--- src/rtl/egret_axil_master.sv ---
// rtl/egret_axil_master.sv - single-outstanding AXI4-Lite master behind a command/response handshake
module egret_axil_master #(
  parameter int C_M_AXI_DATA_WIDTH = 32,
  parameter int C_M_AXI_ADDR_WIDTH = 7
) (
  input  logic                              M_AXI_ACLK,
  input  logic                              M_AXI_ARESETN,
  input  logic                              cmd_valid,
  output logic                              cmd_ready,
  input  logic                              cmd_write,
  input  logic [C_M_AXI_ADDR_WIDTH-1:0]     cmd_addr,
  input  logic [C_M_AXI_DATA_WIDTH-1:0]     cmd_wdata,
  input  logic [C_M_AXI_DATA_WIDTH/8-1:0]   cmd_wstrb,
  output logic                              rsp_valid,
  input  logic                              rsp_ready,
  output logic [C_M_AXI_DATA_WIDTH-1:0]     rsp_rdata,
  output logic [1:0]                        rsp_resp,
  output logic [C_M_AXI_ADDR_WIDTH-1:0]     M_AXI_AWADDR,
  output logic [2:0]                        M_AXI_AWPROT,
  output logic                              M_AXI_AWVALID,
  input  logic                              M_AXI_AWREADY,
  output logic [C_M_AXI_DATA_WIDTH-1:0]     M_AXI_WDATA,
  output logic [C_M_AXI_DATA_WIDTH/8-1:0]   M_AXI_WSTRB,
  output logic                              M_AXI_WVALID,
  input  logic                              M_AXI_WREADY,
  input  logic [1:0]                        M_AXI_BRESP,
  input  logic                              M_AXI_BVALID,
  output logic                              M_AXI_BREADY,
  output logic [C_M_AXI_ADDR_WIDTH-1:0]     M_AXI_ARADDR,
  output logic [2:0]                        M_AXI_ARPROT,
  output logic                              M_AXI_ARVALID,
  input  logic                              M_AXI_ARREADY,
  input  logic [C_M_AXI_DATA_WIDTH-1:0]     M_AXI_RDATA,
  input  logic [1:0]                        M_AXI_RRESP,
  input  logic                              M_AXI_RVALID,
  output logic                              M_AXI_RREADY
);

  typedef enum logic [2:0] {
    S_IDLE, S_WADDR_DATA, S_WRESP, S_RADDR, S_RDATA, S_RSP
  } state_t;

  state_t                            r_state;
  logic                              r_cmd_ready;
  logic                              r_rsp_valid;
  logic [C_M_AXI_DATA_WIDTH-1:0]     r_rsp_rdata;
  logic [1:0]                        r_rsp_resp;
  logic [C_M_AXI_ADDR_WIDTH-1:0]     r_addr;
  logic [C_M_AXI_DATA_WIDTH-1:0]     r_wdata;
  logic [C_M_AXI_DATA_WIDTH/8-1:0]   r_wstrb;
  logic                              r_awvalid;
  logic                              r_wvalid;
  logic                              r_bready;
  logic                              r_arvalid;
  logic                              r_rready;

  // A channel counts as finished once its VALID is gone or is being accepted this cycle.
  logic w_aw_done;
  logic w_w_done;
  assign w_aw_done = !r_awvalid || M_AXI_AWREADY;
  assign w_w_done  = !r_wvalid  || M_AXI_WREADY;

  always_ff @(posedge M_AXI_ACLK or negedge M_AXI_ARESETN) begin
    if (!M_AXI_ARESETN) begin
      r_state     <= S_IDLE;
      r_cmd_ready <= 1'b0;
      r_rsp_valid <= 1'b0;
      r_rsp_rdata <= '0;
      r_rsp_resp  <= 2'b00;
      r_addr      <= '0;
      r_wdata     <= '0;
      r_wstrb     <= '0;
      r_awvalid   <= 1'b0;
      r_wvalid    <= 1'b0;
      r_bready    <= 1'b0;
      r_arvalid   <= 1'b0;
      r_rready    <= 1'b0;
    end else begin
      case (r_state)
        S_IDLE: begin
          r_cmd_ready <= 1'b1;
          if (cmd_valid && r_cmd_ready) begin
            r_cmd_ready <= 1'b0;
            r_addr      <= cmd_addr;
            r_wdata     <= cmd_wdata;
            r_wstrb     <= cmd_wstrb;
            if (cmd_write) begin
              r_awvalid <= 1'b1;
              r_wvalid  <= 1'b1;
              r_state   <= S_WADDR_DATA;
            end else begin
              r_arvalid <= 1'b1;
              r_state   <= S_RADDR;
            end
          end
        end
        S_WADDR_DATA: begin
          if (M_AXI_AWREADY) r_awvalid <= 1'b0;
          if (M_AXI_WREADY)  r_wvalid  <= 1'b0;
          if (w_aw_done && w_w_done) begin
            r_bready <= 1'b1;
            r_state  <= S_WRESP;
          end
        end
        S_WRESP: begin
          if (M_AXI_BVALID) begin
            r_bready    <= 1'b0;
            r_rsp_resp  <= M_AXI_BRESP;
            r_rsp_rdata <= '0;
            r_rsp_valid <= 1'b1;
            r_state     <= S_RSP;
          end
        end
        S_RADDR: begin
          if (M_AXI_ARREADY) begin
            r_arvalid <= 1'b0;
            r_rready  <= 1'b1;
            r_state   <= S_RDATA;
          end
        end
        S_RDATA: begin
          if (M_AXI_RVALID) begin
            r_rready    <= 1'b0;
            r_rsp_rdata <= M_AXI_RDATA;
            r_rsp_resp  <= M_AXI_RRESP;
            r_rsp_valid <= 1'b1;
            r_state     <= S_RSP;
          end
        end
        S_RSP: begin
          if (rsp_ready) begin
            r_rsp_valid <= 1'b0;
            r_cmd_ready <= 1'b1;
            r_state     <= S_IDLE;
          end
        end
        default: r_state <= S_IDLE;
      endcase
    end
  end

  assign cmd_ready     = r_cmd_ready;
  assign rsp_valid     = r_rsp_valid;
  assign rsp_rdata     = r_rsp_rdata;
  assign rsp_resp      = r_rsp_resp;
  assign M_AXI_AWADDR  = r_addr;
  assign M_AXI_AWPROT  = 3'b000;
  assign M_AXI_AWVALID = r_awvalid;
  assign M_AXI_WDATA   = r_wdata;
  assign M_AXI_WSTRB   = r_wstrb;
  assign M_AXI_WVALID  = r_wvalid;
  assign M_AXI_BREADY  = r_bready;
  assign M_AXI_ARADDR  = r_addr;
  assign M_AXI_ARPROT  = 3'b000;
  assign M_AXI_ARVALID = r_arvalid;
  assign M_AXI_RREADY  = r_rready;

endmodule

--- config.mk ---
export PLATFORM = sky130hd
export DESIGN_NAME = egret_axil_master
export DESIGN_NICKNAME = d
export VERILOG_FILES = /design/src/rtl/egret_axil_master.sv
export SDC_FILE = /design/constraint.sdc
export NUM_CORES = 1
export LEC_CHECK = 0
export ABC_AREA = 1
export BUFFER_PORTS_ARGS = -buffer_cell sky130_fd_sc_hd__buf_2
export CAP_MARGIN = 5
export CORE_UTILIZATION = 40
export DETAILED_ROUTE_END_ITERATION = 8
export PLACE_DENSITY = 0.7
export REMOVE_ABC_BUFFERS = 1
export SETUP_SLACK_MARGIN = 0.02
export SLEW_MARGIN = 20
export SYNTH_ARGS = -nofsm -noshare
export SYNTH_HDL_FRONTEND = slang
export SYNTH_SLANG_ARGS = --single-unit
--- constraint.sdc ---
create_clock -name M_AXI_ACLK -period 2.94 [get_ports M_AXI_ACLK]
set_clock_uncertainty 0.05 [all_clocks]
set_input_delay 0.735 -clock M_AXI_ACLK [delete_from_list [all_inputs] [get_ports M_AXI_ACLK]]
set_output_delay 0.735 -clock M_AXI_ACLK [all_outputs]
set_load 0.01 [all_outputs]
==> flow_results.org, run 1 <==
** Placement
- The count of buffers added on input and output ports is 179.
- RePlAce Congestion :: 0.807
- The HPWL after detailed placement is 6360 um.
- Number of cells after detailed placement :: 695

** Global routing
- Entering global routing, the biggest net connects 56 pins.
- In the global route stage, overall resource usage came out at 0.187.
- After global routing, the most crowded layer is met2.
- Met1 demand-to-capacity share in global routing :: 0.245
- Global routing finished with a remaining overflow of 0.
- Via count of the first global-routing pass :: 3104
- The initial antenna violation count came to 0.
- For met2 alone, demand over resource in global routing was 0.290.
- Global-route wire length before repair :: 14400 um
- For this run, global-route usage on met3 was measured as 0.0589.

** Cells and area
- Final non-filler cell total :: 711
- Multi-input gate area :: 0.00126 mm2
- Antenna Cells :: 0
- Across the whole layout, storage elements account for 0.00218 mm2.
- The area growth from synthesis to layout is 28.8%.
- Fin util :: 0.540
- The filler cells instantiated in the layout total 852.
- Layout net count :: 687
- Of the cells placed in the final design, the portion with a size suffix greater than 1 is 0.345.

** STA
- Period Utilization, post-route :: 0.740
- The number of pins with negative max-slew slack in the final report was 0.
- The number of hold violations in the final report is 0.
- Highest Clock Rate :: 460 MHz
- RSZ-0062 raised after global routing :: no
- At the pin with the least slew margin, the transition time is 912 ps.
- Setup violations remaining at the end of the flow were counted as 0.
- Measured against its own limit, the worst slew margin works out to 0.388.
- Minimum period implied by the final worst setup slack :: 2170 ps
- Post-Route Setup TNS :: 0 ps

** Routing
- Drt pass-1 iters :: 9
- Dividing the detail-routed via count by the number of cells gives 4.59.
- In the final routed layout, each cell accounts on average for 12.3 um.
- Iter 0 DRT Violations :: 122
- The count of nets left with antenna violations once routing finished came out at 0.
- In the routed design, unresolved DRC markers number 14.
- Total via count in the routed design :: 3267
- Total routed wirelength :: 8760 um

** Clocking
- The H-tree was split into 3 levels.
- TritonCTS built the clock tree.
- Number of buffers inserted during clock tree synthesis :: 9
- After clock tree synthesis, the setup repair step added 0 buffers.
- Clock latency on the worst-skew pair :: 340 ps
- TritonCTS sink count :: 87
- After clock tree synthesis, the clock-pin slew on the worst setup and hold paths is 90 ps.
- Hold repair after CTS inserted 0 buffers.
- In this run, post-CTS repair resized a total of 0 instances.
- Library cell used as clock root buffer :: sky130_fd_sc_hd__clkbuf_8
- No sink is reached through more buffers than the 2 on the longest clock path.

** Floorplan
- In this run the standard cell core region covers 0.00889 mm2.
- The floorplan step set the die height to 98.5 um.
- The floorplan step set the die width to 98.5 um.
- Core Rows :: 34
- The die covers 0.00971 mm2.
- Initial core utilization :: 0.419
- I/O pins :: 186

** Critical path
- The worst setup path is launched from a register.
- Arr. time, crit path :: 2330 ps
- Critical path data required time :: 3100 ps
- The worst setup path is captured at a register.
- Critical path class :: reg -> reg
- Peak fanout along the critical path :: 34

** Pwr
- Leak :: 2.78 nW
- Power spread over the standard cell area amounts to 1050 mW/mm2.
- The worst-case IR drop observed on VDD is 0.000412 V.
- Power after layout :: 5.05 mW

** Yosys
- Synth async-reset ratio :: 1.00
- Post-synthesis register bit count :: 87
- Ranked by total cell area, the synthesized netlist is headed by sky130_fd_sc_hd__dfrtp_1 58%, sky130_fd_sc_hd__nand2_1 23%, sky130_fd_sc_hd__buf_4 2.6%.
- Area of the mapped netlist :: 0.00373 mm2
- The share of synthesized area in the top cell type comes to 0.584.
- Number of distinct library cells after synthesis :: 25
- Most frequently used flop master after synthesis :: sky130_fd_sc_hd__dfrtp_1
- The commonest cells after synthesis are 226 x sky130_fd_sc_hd__nand2_1, 87 x sky130_fd_sc_hd__dfrtp_1, 18 x sky130_fd_sc_hd__o21ai_0, 16 x sky130_fd_sc_hd__inv_1, 16 x sky130_fd_sc_hd__o21ai_1.
- Count of flip-flops with a built-in enable after synthesis :: 0
- Leading area contributor after synthesis :: sky130_fd_sc_hd__dfrtp_1
- The Yosys step of the flow raised 0 warnings.
- Synth Area per Inst :: 8.59 um2
- Cell with the most instances after synthesis :: sky130_fd_sc_hd__nand2_1
- Of the synthesized area, sequential elements account for 0.584.
- Synth Instances :: 434

** Run status
- Violations in the final reports :: DRC
- The run finished, with violations left.

** Min path
- The tightest min-delay check is of the in -> async type.

** Flow run
- Maximum capacitance violations :: 0
[critical path: stages (launching register included)]
cell,delay (ps)
sky130_fd_sc_hd__dfrtp_1,620
sky130_fd_sc_hd__nor2_4,50
sky130_fd_sc_hd__nand2_2,130
sky130_fd_sc_hd__clkinv_1,730
sky130_fd_sc_hd__nand2_1,340
sky130_fd_sc_hd__o21ai_1,110
[cells by family (layout without fill, tap and decap cells)]
kind of cell           count (synthesis)  count (layout)  share of synthesized area
AND/OR/NAND/NOR                      248             248                      0.266
flip-flops                            87              87                      0.584
AO/OA/AOI/OAI                         45              45                     0.0655
buffers and inverters                 53             217                     0.0832
other                                  1               6                    0.00101
[routing by layer]
| layer | part of all wire | wire, um | vias up |
|---|---|---|---|
| li1 | - | - | 1647 |
| met4 | 0.010 | 88 | 0 |
| met3 | 0.098 | 862 | 8 |
| met1 | 0.45 | 3910 | 1460 |
| met5 | 0 | 0 | - |
| met2 | 0.45 | 3900 | 152 |
[power breakdown]
part           switching, mW  internal [mW]
clock network          0.413          0.481
logic                   1.28          0.805
registers              0.346           1.72
[layout make-up]
cell class / instances / share of cell area
sequential: 87 / 0.453
clock inverter: 5 / 0.0172
inverter: 19 / 0.0149
multi-input combinational: 299 / 0.262
tap: 108 / 0.0281
clock buffer: 11 / 0.0274
timing repair buffer: 182 / 0.197
[registers in the layout (all words and copies together), names as in the netlist, 2 cells and up]
| signal | flops |
|---|---|
| M_AXI_ARADDR | 7 |
| rsp_resp | 2 |
| M_AXI_WDATA | 32 |
| M_AXI_WSTRB | 4 |
| r_state | 3 |
| rsp_rdata | 32 |
[stage by stage]
| stage | hold slack [ps] | worst slack (ps) | instance area [um2] |
|---|---|---|---|
| 3_3_place_gp | 401 | 793 | 4590 |
| 2_1_floorplan | 389 | 830 | 3510 |
| 6_report | 269 | 766 | 4800 |
| 3_5_place_dp | 404 | 703 | 4590 |
| 4_1_cts | 274 | 742 | 4800 |
| 5_1_grt | 293 | 556 | 4800 |
[layout by cell type, fill, tap and decap left out, types with 2 or more instances in the layout]
| master | instances |
|---|---|
| sky130_fd_sc_hd__buf_12 | 2 |
| sky130_fd_sc_hd__nor2_1 | 6 |
| sky130_fd_sc_hd__buf_2 | 178 |
| sky130_fd_sc_hd__conb_1 | 6 |
| sky130_fd_sc_hd__clkbuf_8 | 9 |
| sky130_fd_sc_hd__nand3_1 | 5 |
| sky130_fd_sc_hd__bufinv_16 | 2 |
| sky130_fd_sc_hd__dfrtp_1 | 87 |
| sky130_fd_sc_hd__buf_4 | 2 |
| sky130_fd_sc_hd__clkinv_4 | 2 |
| sky130_fd_sc_hd__clkbuf_1 | 2 |
| sky130_fd_sc_hd__o21ai_0 | 18 |
| sky130_fd_sc_hd__inv_2 | 2 |
| sky130_fd_sc_hd__o21ai_2 | 4 |
| sky130_fd_sc_hd__inv_1 | 16 |
| sky130_fd_sc_hd__nand2_2 | 2 |
| sky130_fd_sc_hd__nor2_4 | 2 |
| sky130_fd_sc_hd__a21oi_1 | 5 |
| sky130_fd_sc_hd__o21ai_1 | 16 |
| sky130_fd_sc_hd__nand2_1 | 226 |
| sky130_fd_sc_hd__nand4_1 | 3 |
[path summary, 6_finish.rpt]
| path | to | startpoint | slack, ps | cells past startpoint |
|---|---|---|---|---|
| setup / recovery | rsp_rdata[17]$_DFFE_PN0P_ | r_state[0]$_DFFE_PN0P_ | 770 | 5 |
| hold / removal | rsp_rdata[28]$_DFFE_PN0P_ | M_AXI_ARESETN | 270 | 1 |
| setup reg to reg | rsp_rdata[17]$_DFFE_PN0P_ | r_state[0]$_DFFE_PN0P_ | 770 | 5 |
| hold reg to reg | M_AXI_WDATA[26]$_DFFE_PN0P_ | M_AXI_WDATA[26]$_DFFE_PN0P_ | 420 | 2 |
| max in group asynchronous | M_AXI_WDATA[10]$_DFFE_PN0P_ | M_AXI_ARESETN | 1930 | 2 |
| min in group M_AXI_ACLK | M_AXI_WDATA[26]$_DFFE_PN0P_ | M_AXI_WDATA[26]$_DFFE_PN0P_ | 420 | 2 |
No activity file was read; power rests on OpenSTA's default activity.
==> run 2, diff against run 1 <==
PLACE_DENSITY = 0.73   (was 0.7)
clock period = 1.8 ns   (was 2.94 ns; I/O delays follow)
==> flow_results.org, run 2 (same netlist as run 1, synthesis figures left out) <==
** Pwr
- The share of power burned in registers is 0.412 (+0.002).
- Areal power density over the cells :: 1710 mW/mm2 (+62%)
- The share of total power consumed by net switching came to 0.412 (+0.00787).
- Portion of total power attributed to combinational logic :: 0.419 (+0.006)
- The worst-case vdd ir drop is 0.000760 V (+84%).
- The power dissipated by switching net loads came to 3.40 mW (+66%).
- The static leakage came to 2.79 nW (+0.32%).
- Power after layout :: 8.24 mW (+63%)
- The internal power consumption is 4.84 mW (+61%).
- The share of power burned in the clock network is 0.169 (-0.008).

** Placement
- The cell count after placement was 696 (+0.14%).
- The count of input and output buffers was 179 (unchanged).
- Post-Place Worst Slack :: 143 ps (-560 ps)
- HPWL after detailed placement :: 6250 um (-1.8%)
- The last weighted congestion value of the routability-driven placer came to 0.810 (+0.38%).

** Critical path
- The worst setup path is captured at a register.
- Crit path largest cell delay :: 550 ps (-180 ps)
- Slowest stage cell, crit path :: sky130_fd_sc_hd__dfrtp_1
- The critical path goes through nor2_8 -> nand3b_1 -> nand3_2 -> buf_12 -> o21ai_0.
- The required arrival time at the worst endpoint came to 1960 ps (-1140 ps).
- Critical path class :: reg -> reg
- The worst setup path is launched from a register.
- Peak fanout along the critical path :: 68 (+100%)
- The arrival time at the worst endpoint is 1780 ps (-550 ps).

** Routing
- The first-iteration detailed-routing DRC count came to 156 (+28%).
- The via density per instance came to 4.60 (about the same).
- Post-detailed-route count of antenna-violating nets :: 0 (unchanged)
- The DRC violation count after routing came to 14 (unchanged).
- Total routed wirelength :: 8820 um (+0.65%)
- The total vias in the final route came to 3273 (+0.18%).
- The average wire length per cell after detail routing is 12.4 um (+0.51%).
- The number of iterations in the first detailed-routing pass came to 7 (-2).

** Cells and area
- The number of inserted diodes is 0 (unchanged).
- The top cell types in the final layout, fill and taps aside, are 226 x sky130_fd_sc_hd__nand2_1, 178 x sky130_fd_sc_hd__buf_2, 87 x sky130_fd_sc_hd__dfrtp_1, 18 x sky130_fd_sc_hd__o21ai_0.
- The proportion of layout cells with a drive suffix above 1 came to 0.349 (+0.00440).
- The final net count came to 688 (+0.15%).
- Final non-filler cell total :: 712 (+0.14%)
- Area Growth Syn to Fin :: 29.4%
- Commonest non-fill, non-tap cell in the layout :: sky130_fd_sc_hd__nand2_1

** Clocking
- Number of buffers inserted during clock tree synthesis :: 9 (unchanged)
- Number of setup buffers added after CTS :: 0 (unchanged)
- Longest Clk Path Bufs :: 2 (unchanged)
- Clock latency on the worst-skew pair :: 340 ps (about the same)
- The count of H-tree levels built during CTS came to 3 (unchanged).
- Clock tree synthesis selected as its root buffer the cell sky130_fd_sc_hd__clkbuf_8.
- The clock sink count is 87 (unchanged).
- Clock tree from TritonCTS :: done
- Number of hold buffers added after CTS :: 0 (unchanged)
- Worst-path clk slew :: 90 ps (about the same)

** STA
- The highest achievable clock rate came to 618 MHz (+34%).
- The final-layout setup total negative slack is 0 ps (unchanged).
- The final critical-path setup slack was 181 ps (-585 ps).
- The number of hold violations in the final report is 0 (unchanged).
- Minimum period implied by the final worst setup slack :: 1620 ps (-555 ps)
- The final-report setup violation count is 0 (unchanged).
- Setup repair after global routing left no endpoint under its margin.
- The final cycle utilization of the critical path came to 0.900 (+0.160).
- The number of pins with negative max-slew slack in the final report was 0 (unchanged).

** Global routing
- GR Overflow Total :: 0 (unchanged)
- Via count of the first global-routing pass :: 3021 (-2.7%)
- The initial antenna violation count came to 0 (unchanged).
- Global-route wire length before repair :: 14400 um (-0.19%)
- Largest net degree at the start of global routing :: 88 (+57%)
- GRT Resource Usage Total :: 0.187 (+0.000406)

** Floorplan
- The starting density of the core was 0.419 (unchanged).
- Y dimension of the die :: 98.5 um (unchanged)
- Placeable core region :: 0.00889 mm2 (unchanged)
- The number of top-level pins is 186 (unchanged).
- The number of placement rows came to 34 (unchanged).
- The full die area was 0.00971 mm2 (unchanged).
- Horiz. Die Dim :: 98.5 um (unchanged)

** Flow run
- The count of maximum capacitance violations came to 0 (unchanged).

** Run status
- The final reports fail on DRC.
- Run status :: finished, violations left

** Min path
- Path class of the lowest-slack min-delay path :: in -> async
## run 2: per-stage QoR
stage          hold WS [ps]  area [um2]  utilization
2_1_floorplan           104        3510            -
3_3_place_gp            399        4610        0.518
3_5_place_dp            407        4610        0.518
4_1_cts                91.3        4820        0.542
5_1_grt                85.5        4820        0.542
6_report               88.2        4820        0.542
## run 2: critical path, delay by kind of cell, from the launching register on
kind / cells / cell delay [ps]
buffers and inverters: 1 / 260
AO/OA/AOI/OAI: 1 / 150
flip-flops: 1 / 550
AND/OR/NAND/NOR: 3 / 460
## run 2: timing repair
action | CTS | global route
resized for setup | 0 | 3
hold endpoints to repair | 0 | 0
endpoints found under the setup margin | 0 | 32
## run 2: final cells by class
type	instances	area [um2]
fill	817	4070
sequential	87	2180
timing repair buffer	183	970
tap	108	135
inverter	19	73.8
clock inverter	6	70.1
multi-input combinational	299	1260
clock buffer	10	138
## run 2: power groups by stage
stage / clock network [mW] / registers, mW / logic [mW]
floorplan: 0 / 3.81 / 1.50
global placement: 0 / 3.37 / 3.41
detailed placement: 0 / 3.41 / 3.50
CTS: 1.44 / 3.40 / 3.49
global route: 1.55 / 3.51 / 3.90
finish: 1.40 / 3.40 / 3.45
## run 2: path summary, 6_finish.rpt
| path | start | endpoint | slack [ps] | cells past startpoint |
|---|---|---|---|---|
| setup / recovery | r_state[2]$_DFFE_PN0P_ | rsp_rdata[9]$_DFFE_PN0P_ | 180 | 5 |
| hold / removal | M_AXI_ARESETN | M_AXI_WDATA[2]$_DFFE_PN0P_ | 90 | 2 |
| setup reg to reg | r_state[2]$_DFFE_PN0P_ | rsp_rdata[9]$_DFFE_PN0P_ | 180 | 5 |
| hold reg to reg | M_AXI_WDATA[4]$_DFFE_PN0P_ | M_AXI_WDATA[4]$_DFFE_PN0P_ | 430 | 2 |
| max in group asynchronous | M_AXI_ARESETN | rsp_rdata[23]$_DFFE_PN0P_ | 1280 | 2 |
| min in group M_AXI_ACLK | cmd_addr[1] | M_AXI_ARADDR[1]$_DFFE_PN0P_ | 240 | 3 |
## run 2: routing by layer
| metal | vias up | routed length, um | track usage |
|---|---|---|---|
| met1 | 1468 | 3920 | 0.247 |
| met5 | - | 0 | 0 |
| met3 | 9 | 781 | 0.0709 |
| met2 | 146 | 4040 | 0.294 |
| met4 | 0 | 74 | 0.0448 |
| li1 | 1650 | - | - |
